===== src/rtl/alu_pkg.sv =====
// Shared ALU definitions: datapath width, divider states and divide-by-zero result.
package alu_pkg;

  localparam int unsigned ALU_WIDTH = 32;

  typedef enum logic [1:0] {
    IDLE = 2'd0,
    RUN  = 2'd1,
    FIN  = 2'd2
  } div_state_t;

  localparam logic [ALU_WIDTH-1:0] DIV0_QUOT = '1;

endpackage


===== src/rtl/sub_stage.sv =====
// Combinational (WIDTH+1)-bit trial subtractor for one restoring-division step.
module sub_stage #(
  parameter int unsigned WIDTH = 32
) (
  input  logic [WIDTH:0]   i_a,
  input  logic [WIDTH-1:0] i_b,
  output logic [WIDTH-1:0] o_diff,
  output logic             o_borrow
);

  localparam int unsigned FULL_W = WIDTH + 2;

  logic [FULL_W-1:0] w_full;
  logic              w_unused_msb;

  // A kept difference is always below the divisor, so bit WIDTH is never needed.
  assign w_full       = {1'b0, i_a} - {2'b00, i_b};
  assign o_diff       = w_full[WIDTH-1:0];
  assign o_borrow     = w_full[WIDTH+1];
  assign w_unused_msb = w_full[WIDTH];

endmodule


===== src/rtl/seq_divider.sv =====
// Multi-cycle unsigned restoring divider: one quotient bit per clock,
// start/done handshake, results held until the next accepted operation.
module seq_divider
  import alu_pkg::*;
#(
  parameter int unsigned WIDTH = ALU_WIDTH
) (
  input  logic             clk,
  input  logic             rst,
  input  logic             start,
  input  logic [WIDTH-1:0] dividend,
  input  logic [WIDTH-1:0] divisor,
  output logic             busy,
  output logic             done,
  output logic [WIDTH-1:0] quotient,
  output logic [WIDTH-1:0] remainder,
  output logic             div_by_zero
);

  localparam int unsigned CNT_W = (WIDTH > 2) ? $clog2(WIDTH) : 1;
  localparam logic [CNT_W-1:0] LAST_ITER = CNT_W'(WIDTH - 1);

  div_state_t       r_state;
  logic [WIDTH-1:0] r_div;
  logic [WIDTH-1:0] r_q;
  logic [WIDTH-1:0] r_rem;
  logic [CNT_W-1:0] r_cnt;
  logic             r_busy;
  logic             r_done;
  logic [WIDTH-1:0] r_quot;
  logic [WIDTH-1:0] r_remo;
  logic             r_dz;

  logic [WIDTH:0]   w_trial;
  logic [WIDTH-1:0] w_diff;
  logic             w_borrow;
  logic [WIDTH-1:0] w_rem_next;
  logic [WIDTH-1:0] w_q_next;

  // Shift the quotient MSB into the partial remainder, then try to subtract.
  assign w_trial = {r_rem, r_q[WIDTH-1]};

  sub_stage #(
    .WIDTH (WIDTH)
  ) u_sub_stage (
    .i_a      (w_trial),
    .i_b      (r_div),
    .o_diff   (w_diff),
    .o_borrow (w_borrow)
  );

  assign w_rem_next = w_borrow ? w_trial[WIDTH-1:0] : w_diff;
  assign w_q_next   = {r_q[WIDTH-2:0], ~w_borrow};

  // Result registers are loaded on the edge entering FIN so they are valid with done.
  always_ff @(posedge clk or posedge rst) begin
    if (rst) begin
      r_state <= IDLE;
      r_div   <= '0;
      r_q     <= '0;
      r_rem   <= '0;
      r_cnt   <= '0;
      r_busy  <= 1'b0;
      r_done  <= 1'b0;
      r_quot  <= '0;
      r_remo  <= '0;
      r_dz    <= 1'b0;
    end else begin
      case (r_state)
        IDLE: begin
          if (start) begin
            r_busy <= 1'b1;
            r_div  <= divisor;
            r_q    <= dividend;
            r_rem  <= '0;
            r_cnt  <= '0;
            if (divisor == '0) begin
              r_state <= FIN;
              r_done  <= 1'b1;
              r_quot  <= '1;
              r_remo  <= dividend;
              r_dz    <= 1'b1;
            end else begin
              r_state <= RUN;
            end
          end
        end
        RUN: begin
          r_q   <= w_q_next;
          r_rem <= w_rem_next;
          r_cnt <= r_cnt + CNT_W'(1);
          if (r_cnt == LAST_ITER) begin
            r_state <= FIN;
            r_done  <= 1'b1;
            r_quot  <= w_q_next;
            r_remo  <= w_rem_next;
            r_dz    <= 1'b0;
          end
        end
        FIN: begin
          r_state <= IDLE;
          r_done  <= 1'b0;
          r_busy  <= 1'b0;
        end
        default: begin
          r_state <= IDLE;
          r_done  <= 1'b0;
          r_busy  <= 1'b0;
        end
      endcase
    end
  end

  assign busy        = r_busy;
  assign done        = r_done;
  assign quotient    = r_quot;
  assign remainder   = r_remo;
  assign div_by_zero = r_dz;

endmodule


===== config.mk =====
export PLATFORM = sky130hd
export DESIGN_NAME = seq_divider
export DESIGN_NICKNAME = d
export VERILOG_FILES = /design/src/rtl/alu_pkg.sv /design/src/rtl/sub_stage.sv /design/src/rtl/seq_divider.sv
export SDC_FILE = /design/constraint.sdc
export NUM_CORES = 1
export LEC_CHECK = 0
export ABC_AREA = 1
export CORE_MARGIN = 1.5
export CORE_UTILIZATION = 30
export DETAILED_ROUTE_END_ITERATION = 16
export GPL_ROUTABILITY_DRIVEN = 0
export GPL_TIMING_DRIVEN = 0
export PLACE_DENSITY = 0.56
export SYNTH_ARGS = -nofsm -noshare
export SYNTH_HDL_FRONTEND = slang
export SYNTH_SLANG_ARGS = --single-unit

===== constraint.sdc =====
create_clock -name clk -period 8.3 [get_ports clk]
set_clock_uncertainty 0.15 [all_clocks]
set_input_delay 1.66 -clock clk [delete_from_list [all_inputs] [get_ports clk]]
set_output_delay 1.66 -clock clk [all_outputs]
set_load 0.1 [all_outputs]

==> metrics.txt, run 1 <==
fin cells 2033; Syn Inst Count 1419; Nets 1674; yosys warns 0; crit path DAT 4090 ps; Final ANT Viol Nets 0; CTS resizes 0; relative slew slack about 34%; total inserted antenna cells 0; Bufs on Longest Clock Path 2; DP Area 12100 um2; Worst path slowest cell clkdlybuf4s50_1; Syn Area/Cell approximately 7.2 um2; minimum clock period 3870 ps; max-cap violations 0; dpl hpwl about 26000 um; top-area cell type share of the netlist area 41.9%; Detailed Route WL about 33000 um; IO Count ~130; Worst Path Required around 8500 ps; clk root buf clkbuf_16; CP endpoint kind flip-flop; share of cells above drive strength 1 under 10%; commonest non-fill, non-tap cell in the layout nand2_1; Max Slew Vio Count 0; cts bufs inserted 17; first-pass GRT wire length 51700 um; Max Clk Rate 0.258 GHz; post-synth cell types 40; die width about 190 um; Placeable Area between 30000 and 40000 um2; Via-to-Cell Ratio between 4 and 5; register area share after synthesis a little over two fifths; clock slew at reported path FFs 70 ps; Num Clock Sinks between 150 and 200; largest net degree at the start of global routing between 90 and 100; Hold Vio Cnt, Final 0; crit-path cells clkdlybuf4s50_1 > inv_1 > nand4_1 > nor2_1 > nand3_1 > o21ai_1 > nand2_4 > inv_2 > buf_6 > buf_6 > nor2_1 > a31oi_1; mapped cell area 10200 um2; post-route setup slack approximately 4400 ps; Slew @ Worst Pin slightly below 1000 ps; input/output buffers 133; Worst Hold Class flip-flop to flip-flop; unrepaired setup endpoints after global routing no; Post-CTS Setup Inserts 0; GRT Residual Overflow 0; DR WL/cell between 15 and 20 um; number of synthesized register bits 170; Die ar. 35000 um2; P&R area growth vs syn 24.9%; dpl cells roughly 2000; top cells by area, synth dfrtp_1, nand2_1, inv_1; Synth Net Count about 1500; max incr delay on CP ~400 ps; CTS tree built; initial detailed-routing violation count between 600 and 700; Fill cells 3563; Hold Slack between 300 and 400 ps; status completed; commonest non-fill, non-tap cells in the layout nand2_1, inv_1, dfrtp_1; GR Util All Layers 19.0%; Final Setup Violations 0; number of global-route vias before repair around 9400; Rows 67; DRC Markers 0; Crit Path Category input port to flip-flop; CP startpoint kind input port; via count between 9000 and 10000; Final Cell Area ~13000 um2; cell taking the most area after synthesis dfrtp_1; initial antenna violation count 1; Die H 187 um; clock latency on the worst-skew pair between 400 and 500 ps; Pre-antenna DRT Iters 5; fin crit share 46.6%; H-tree depth 4; hold buffer count at CTS 0; starting density of the core slightly above 30%; Placement Setup Slack approximately 4000 ps; Max FO, Critical Path 10
==> logic make-up after synthesis <==
logic type | after synthesis | share of synthesized area, %
AO/OA/AOI/OAI | 139 | 8.72
XOR/XNOR | 16 | 1.38
adder cells (fa/ha/maj) | 35 | 4.38
buffers and inverters | 331 | 12.9
flip-flops | 170 | 41.9
AND/OR/NAND/NOR | 728 | 30.7
==> routing by layer <==
layer / up-vias / routed length, um / global-route usage (%)
li1: 4788 / - / -
met1: 4394 / 15400 / 25.8
met2: 269 / 14800 / 30.7
met3: 47 / 1570 / 3.41
met4: 0 / 858 / 5.96
met5: - / 0 / 0
==> synth_stat cells, drive strengths merged <==
library cell,number
o22ai,1
o21ai,33
nand2,410
xnor2,2
o221ai,31
fa,1
nor2,119
o21bai,3
a31oi,31
and2,2
a21oi,35
nor3,7
buf,23
or2,35
o31ai,2
inv,277
clkbuf,31
nand4,48
a32o,1
dfrtp,170
nor4,2
nand3,104
nand3b,1
ha,34
xor2,14
a22o,2
==> registers in the layout (all words and copies together), names as in the netlist <==
name / cells
r_rem: 32
r_q: 32
busy: 1
r_div: 32
div_by_zero: 1
done: 1
r_state: 2
r_cnt: 5
quotient: 32
remainder: 32
==> layout make-up <==
class	count	area (um2)	area share (%)
clock inverters	14	176	1.39
well taps	448	561	4.42
flip-flops and latches	170	4250	33.5
clock buffers	18	429	3.38
multi-input cells	918	4590	36.2
inverters	277	1050	8.25
plain buffers	54	275	2.17
repair buffers	134	1360	10.7
==> per-stage QoR <==
| step | util (%) | TNS (ps) |
|---|---|---|
| final | 37.9 | 0 |
| after global routing | 37.9 | 0 |
| after CTS | 37.9 | 0 |
| after detailed placement | 36.1 | 0 |
| after global placement | 36.0 | -126280 |
| after floorplan | - | 0 |
==> final timing paths <==
check                           startpoint  cells after the start            end  slack (ps)
max in group asynchronous              rst                      3      r_rem[20]        5530
worst max register to register    r_rem[7]                     15  remainder[30]        5350
min in group asynchronous              rst                      2   remainder[1]        1580
worst max-delay path            divisor[4]                     12    quotient[2]        4430
worst min register to register    r_div[1]                      2       r_div[1]         340
worst min-delay path              r_div[1]                      2       r_div[1]         340
==> worst max-delay path: cells and delay by family <==
kind            cells  cell delay [ps]
compound gates      2              520
buf+inv             5             1070
simple gates        5              840
Power of run 1 is not shown: default switching activity piles up to over one toggle a cycle in this logic, so the estimate is an artifact.
==> run 2, diff against run 1 <==
--- a/config.mk
+++ b/config.mk
@@ -11,7 +11,7 @@
 export DETAILED_ROUTE_END_ITERATION = 16
 export GPL_ROUTABILITY_DRIVEN = 0
 export GPL_TIMING_DRIVEN = 0
-export PLACE_DENSITY = 0.56
+export PLACE_DENSITY = 0.57
 export SYNTH_ARGS = -nofsm -noshare
 export SYNTH_HDL_FRONTEND = slang
 export SYNTH_SLANG_ARGS = --single-unit
==> constraint.sdc (replaced) <==
create_clock -name clk -period 3.5 [get_ports clk]
set_clock_uncertainty 0.15 [all_clocks]
set_input_delay 0.7 -clock clk [delete_from_list [all_inputs] [get_ports clk]]
set_output_delay 0.7 -clock clk [all_outputs]
set_load 0.1 [all_outputs]
==> run 2 against run 1 <==
Non-clock buffer count up 4. Routed wire length up 0.66%. Sequential cell count unchanged. Setup slack worse by 3900 ps. Sequential share of layout area down 0.16 points. Count of clock-buffer cells in the layout down 1. First-iteration DRC count up 24%.
==> metrics.txt, run 2 (synthesis gave the netlist of run 1 again) <==
status completed; DR WL/cell 16.1 um (+0.46%); DP Area 12200 um2 (+0.57%); Bufs on Longest Clock Path 2 (unchanged); CP startpoint kind flip-flop; Via-to-Cell Ratio 4.71 (+0.74%); most used cell, CP nand2_1; clock latency on the worst-skew pair 440 ps (about the same); Die H 187 um (unchanged); Slew @ Worst Pin 996 ps (+16.0 ps); Rows 67 (unchanged); Max Clk Rate 0.337 GHz; max-cap violations 0 (unchanged); unrepaired setup endpoints after global routing no; GR Util All Layers 19.1% (+0.059 points); starting density of the core 30.4% (unchanged); largest net degree at the start of global routing 41 (-56%); CP endpoint kind flip-flop; Hold Vio Cnt, Final 0 (unchanged); cts bufs inserted 17 (unchanged); Detailed Route WL 32800 um (+0.66%); crit-path cells ha_1 > nand2_1 > inv_1 > nand2_1 > nand2_1 > inv_2 > nand3_1 > nand2_1 > nand2_1 > nand2_2 > clkbuf_1 > nand4_1 > nand3_1 > nand2_1 > inv_1; Crit Path Category flip-flop to flip-flop; clk root buf clkbuf_16; CP top delay family simple AND/OR/NAND/NOR gates; clock slew at reported path FFs 80 ps (about the same); input/output buffers 133 (unchanged); Final Cell Area 12800 um2 (+0.49%); total inserted antenna cells 0 (unchanged); Final ANT Viol Nets 0 (unchanged); fin crit share between 80% and 90%; max incr delay on CP 520 ps (+120 ps); via count 9587 (+0.94%); Nets 1678 (+0.24%); first-pass GRT wire length 51800 um (about the same); commonest non-fill, non-tap cell in the layout nand2_1; minimum clock period 2970 ps; number of global-route vias before repair 9511 (+1.2%); Max FO, Critical Path 10 (unchanged); P&R area growth vs syn 25.5%; Final Setup Violations 0 (unchanged); Crit path buffers/inverters 4 (-1); CTS resizes 0 (unchanged); Worst Hold Class flip-flop to flip-flop; Die ar. 35000 um2 (unchanged); IO Count 134 (unchanged); dpl hpwl 26200 um (+0.63%); initial antenna violation count 0 (-1); Worst Path Required 3740 ps (-4780 ps); GRT Residual Overflow 0 (unchanged); commonest non-fill, non-tap cells in the layout nand2_1, inv_1, dfrtp_1; DRC Markers 0 (unchanged); Max Slew Vio Count 0 (unchanged); initial detailed-routing violation count 749 (+24%); hold buffer count at CTS 0 (unchanged); Num Clock Sinks 170 (unchanged); CTS tree built; share of cells above drive strength 1 4.53% (+0.30 points); Pre-antenna DRT Iters 5 (unchanged); setup TNS 0 ps (unchanged); relative slew slack 33.4% (-1.1 points); Placeable Area 33400 um2 (unchanged); die width 187 um (unchanged); H-tree depth 4 (unchanged); Post-CTS Setup Inserts 0 (unchanged); Worst path slowest cell clkbuf_1; crit path DAT 3210 ps (-880 ps)
==> run 2: metrics by stage <==
stage / instances / hold WS [ps] / utilization, % / worst slack, ps
3_3_place_gp: 2000 / 322 / 36.0 / -1070
4_1_cts: 2037 / 349 / 38.1 / 588
3_5_place_dp: 2005 / 330 / 36.3 / 126
5_1_grt: 2037 / 366 / 38.1 / 384
6_report: 2037 / 339 / 38.1 / 532
2_1_floorplan: 1419 / 303 / - / 481
==> run 2: worst reg2reg max path, cell delays in order (launching register included) <==
cell and delay [ps]:
dfrtp_1 420, ha_1 350, nand2_1 130, inv_1 50, nand2_1 60, nand2_1 90, inv_2 60, nand3_1 180
nand2_1 140, nand2_1 90, nand2_2 150, clkbuf_1 520, nand4_1 250, nand3_1 180, nand2_1 60, inv_1 50
==> run 2: worst paths after layout <==
check | to | cells past startpoint | slack, ps | from
setup / recovery | remainder[30] | 15 | 530 | r_rem[7]
hold / removal | r_div[1] | 2 | 340 | r_div[1]
setup reg to reg | remainder[30] | 15 | 530 | r_rem[7]
hold reg to reg | r_div[1] | 2 | 340 | r_div[1]
max in group asynchronous | remainder[24] | 6 | 1550 | rst
min in group asynchronous | quotient[11] | 2 | 450 | rst
==> run 2: per-layer routing <==
| layer | up-vias | wire [um] | share of wire [%] | track usage, % |
|---|---|---|---|---|
| met5 | - | 0 | 0 | 0 |
| met4 | 0 | 765 | 2.3 | 5.52 |
| met3 | 46 | 1740 | 5.3 | 3.56 |
| met2 | 255 | 14700 | 45 | 30.8 |
| met1 | 4495 | 15600 | 47 | 26.0 |
| li1 | 4791 | - | - | - |
==> run 2: final cells by class <==
cell class              count  area [um2]
plain buffers              54         275
clock buffers              17         425
clock inverters            15         174
fillers                  3558       20700
inverters                 277        1040
multi-input cells         918        4590
flip-flops and latches    170        4250
well taps                 448         561
repair buffers            138        1430
Power of run 2 is left out for the same reason.
==> run 3, diff against run 2 <==
==> constraint.sdc (replaced) <==
create_clock -name clk -period 2.6 [get_ports clk]
set_clock_uncertainty 0.15 [all_clocks]
set_input_delay 0.52 -clock clk [delete_from_list [all_inputs] [get_ports clk]]
set_output_delay 0.52 -clock clk [all_outputs]
set_load 0.1 [all_outputs]
==> run 3 against run 2 <==
Register-to-register slack worse by 420 ps. Hold slack worse by 69 ps. Sequential cell count stayed put. Maximum frequency is 19% higher. First-iteration DRC count is 10% lower. Design area is 1.7% higher. Utilization is 0.67 points higher. Critical endpoint is now remainder[22]. Highest routed layer unchanged.
==> metrics.txt, run 3 (synthesis gave the netlist of run 1 again) <==
met3 wire length 1670 um (-4.2%); Crit Path Category flip-flop to flip-flop; Rows 67 (unchanged); Bufs on Longest Clock Path 2 (unchanged); Hold Slack 271 ps (-68.6 ps); Worst path slowest cell dfrtp_1; share of cells above drive strength 1 7.79% (+3.3 points); post-route setup slack 108 ps (-424 ps); CP endpoint kind flip-flop; starting density of the core 30.4% (unchanged); commonest non-fill, non-tap cells in the layout nand2_1, inv_1, dfrtp_1; first-pass GRT wire length 51800 um (+0.11%); total inserted antenna cells 0 (unchanged); hold buffer count at CTS 0 (unchanged); minimum clock period 2490 ps (-476 ps); Slew @ Worst Pin 986 ps (-9.85 ps); Die H 187 um (unchanged); Detailed Route WL 33000 um (+0.43%); Placement Setup Slack -594 ps (-720 ps); CP startpoint kind flip-flop; GRT Residual Overflow 0 (unchanged); max-cap violations 0 (unchanged); clock slew at reported path FFs 80 ps (about the same); P&R area growth vs syn 27.7%; Worst Hold Class input port to asynchronous set/reset pin; top layer in use met4; clk root buf clkbuf_16; via count 9594 (+0.073%); DRC Markers 0 (unchanged); most used cell, CP nand2_1; Final ANT Viol Nets 0 (unchanged); max incr delay on CP 440 ps (-80 ps); Num Clock Sinks 170 (unchanged); unrepaired setup endpoints after global routing yes; fin crit share 95.8% (+11 points); clock latency on the worst-skew pair 450 ps (about the same); GR Util All Layers 19.1% (+0.021 points); cts bufs inserted 17 (unchanged); largest net degree at the start of global routing 41 (unchanged); Max Slew Vio Count 0 (unchanged); H-tree depth 4 (unchanged); Die ar. 35000 um2 (unchanged); Final Cell Area 13000 um2 (+1.7%); status completed; Hold Vio Cnt, Final 0 (unchanged); DP Area 12200 um2 (unchanged); crit-path cells ha_4 > nand2_1 > inv_1 > nand2_1 > nand2_1 > inv_2 > nand3_2 > nand2_1 > nand2_1 > nand2_4 > a21oi_4 > buf_4 > nand2_1 > nand3_1 > nand2_1 > inv_1; crit path DAT 2720 ps (-490 ps); Fill cells 3535 (-0.65%); Via-to-Cell Ratio 4.71 (about the same); initial antenna violation count 0 (unchanged); dpl hpwl 26200 um (unchanged); number of global-route vias before repair 9507 (-0.042%); IO Count 134 (unchanged); Max FO, Critical Path 10 (unchanged); relative slew slack 34.5% (+1.1 points); Final Setup Violations 0 (unchanged); Max Clk Rate 0.401 GHz (+19%); die width 187 um (unchanged); Nets 1680 (+0.12%); Routed met2 length 14800 um (+0.60%); Pre-antenna DRT Iters 7 (+2); Metal-1 WL 15500 um (-0.12%); CP top delay family simple AND/OR/NAND/NOR gates; Placeable Area 33400 um2 (unchanged); DR WL/cell 16.2 um (+0.33%); Crit path buffers/inverters 4 (unchanged); CTS tree built; Worst Path Required 2830 ps (-910 ps); commonest non-fill, non-tap cell in the layout nand2_1; input/output buffers 133 (unchanged); initial detailed-routing violation count 674 (-10%)
run 3: cell count changes in the layout (fill, tap and decap cells not counted), moves of 7 or more:
cell / change
ha_1: -12
nor2_1: -7
ha_4: +8
nand2_1: -8
dlygate4sd2_1: +61
clkdlybuf4s50_1: -67
run 3: per-stage QoR:
| stage | setup TNS (ps) | std cells | utilization, % |
|---|---|---|---|
| floorplan | -40580 | 1419 | - |
| global placement | -356480 | 2000 | 36.0 |
| detailed placement | -58420 | 2005 | 36.3 |
| CTS | 0 | 2037 | 38.0 |
| global route | -224 | 2039 | 38.8 |
| finish | 0 | 2039 | 38.8 |
run 3: metal layers:
metal | up-vias | GRT usage [%]
met5 | - | 0
met4 | 0 | 6.02
met3 | 45 | 3.60
met2 | 266 | 30.6
met1 | 4498 | 26.0
li1 | 4785 | -
run 3: final timing paths:
| kind | from | to | slack [ps] | depth (start not counted) |
|---|---|---|---|---|
| setup / recovery | r_rem[6] | remainder[22] | 110 | 16 |
| hold / removal | rst | quotient[11] | 270 | 2 |
| setup reg to reg | r_rem[6] | remainder[22] | 110 | 16 |
| hold reg to reg | r_div[1] | r_div[1] | 340 | 2 |
| max in group asynchronous | rst | remainder[24] | 830 | 6 |
| min in group clk | r_div[1] | r_div[1] | 340 | 2 |
run 3: timing repair:
item / in CTS / in global routing
pin swaps: 0 / 5
endpoints found under the hold margin: 0 / 0
setup buffers: 0 / 2
gates cloned: 0 / 0
resized for setup: 77 / 62
endpoints found under the setup margin: 147 / 109
run 3: layout make-up:
class | instances | area, um2 | area share, %
repair buffers | 140 | 1390 | 10.7
clock inverters | 15 | 174 | 1.34
well taps | 448 | 561 | 4.32
multi-input cells | 918 | 4830 | 37.2
inverters | 277 | 1050 | 8.06
plain buffers | 54 | 307 | 2.36
clock buffers | 17 | 425 | 3.28
flip-flops and latches | 170 | 4260 | 32.8
Power of run 3 is left out for the same reason.
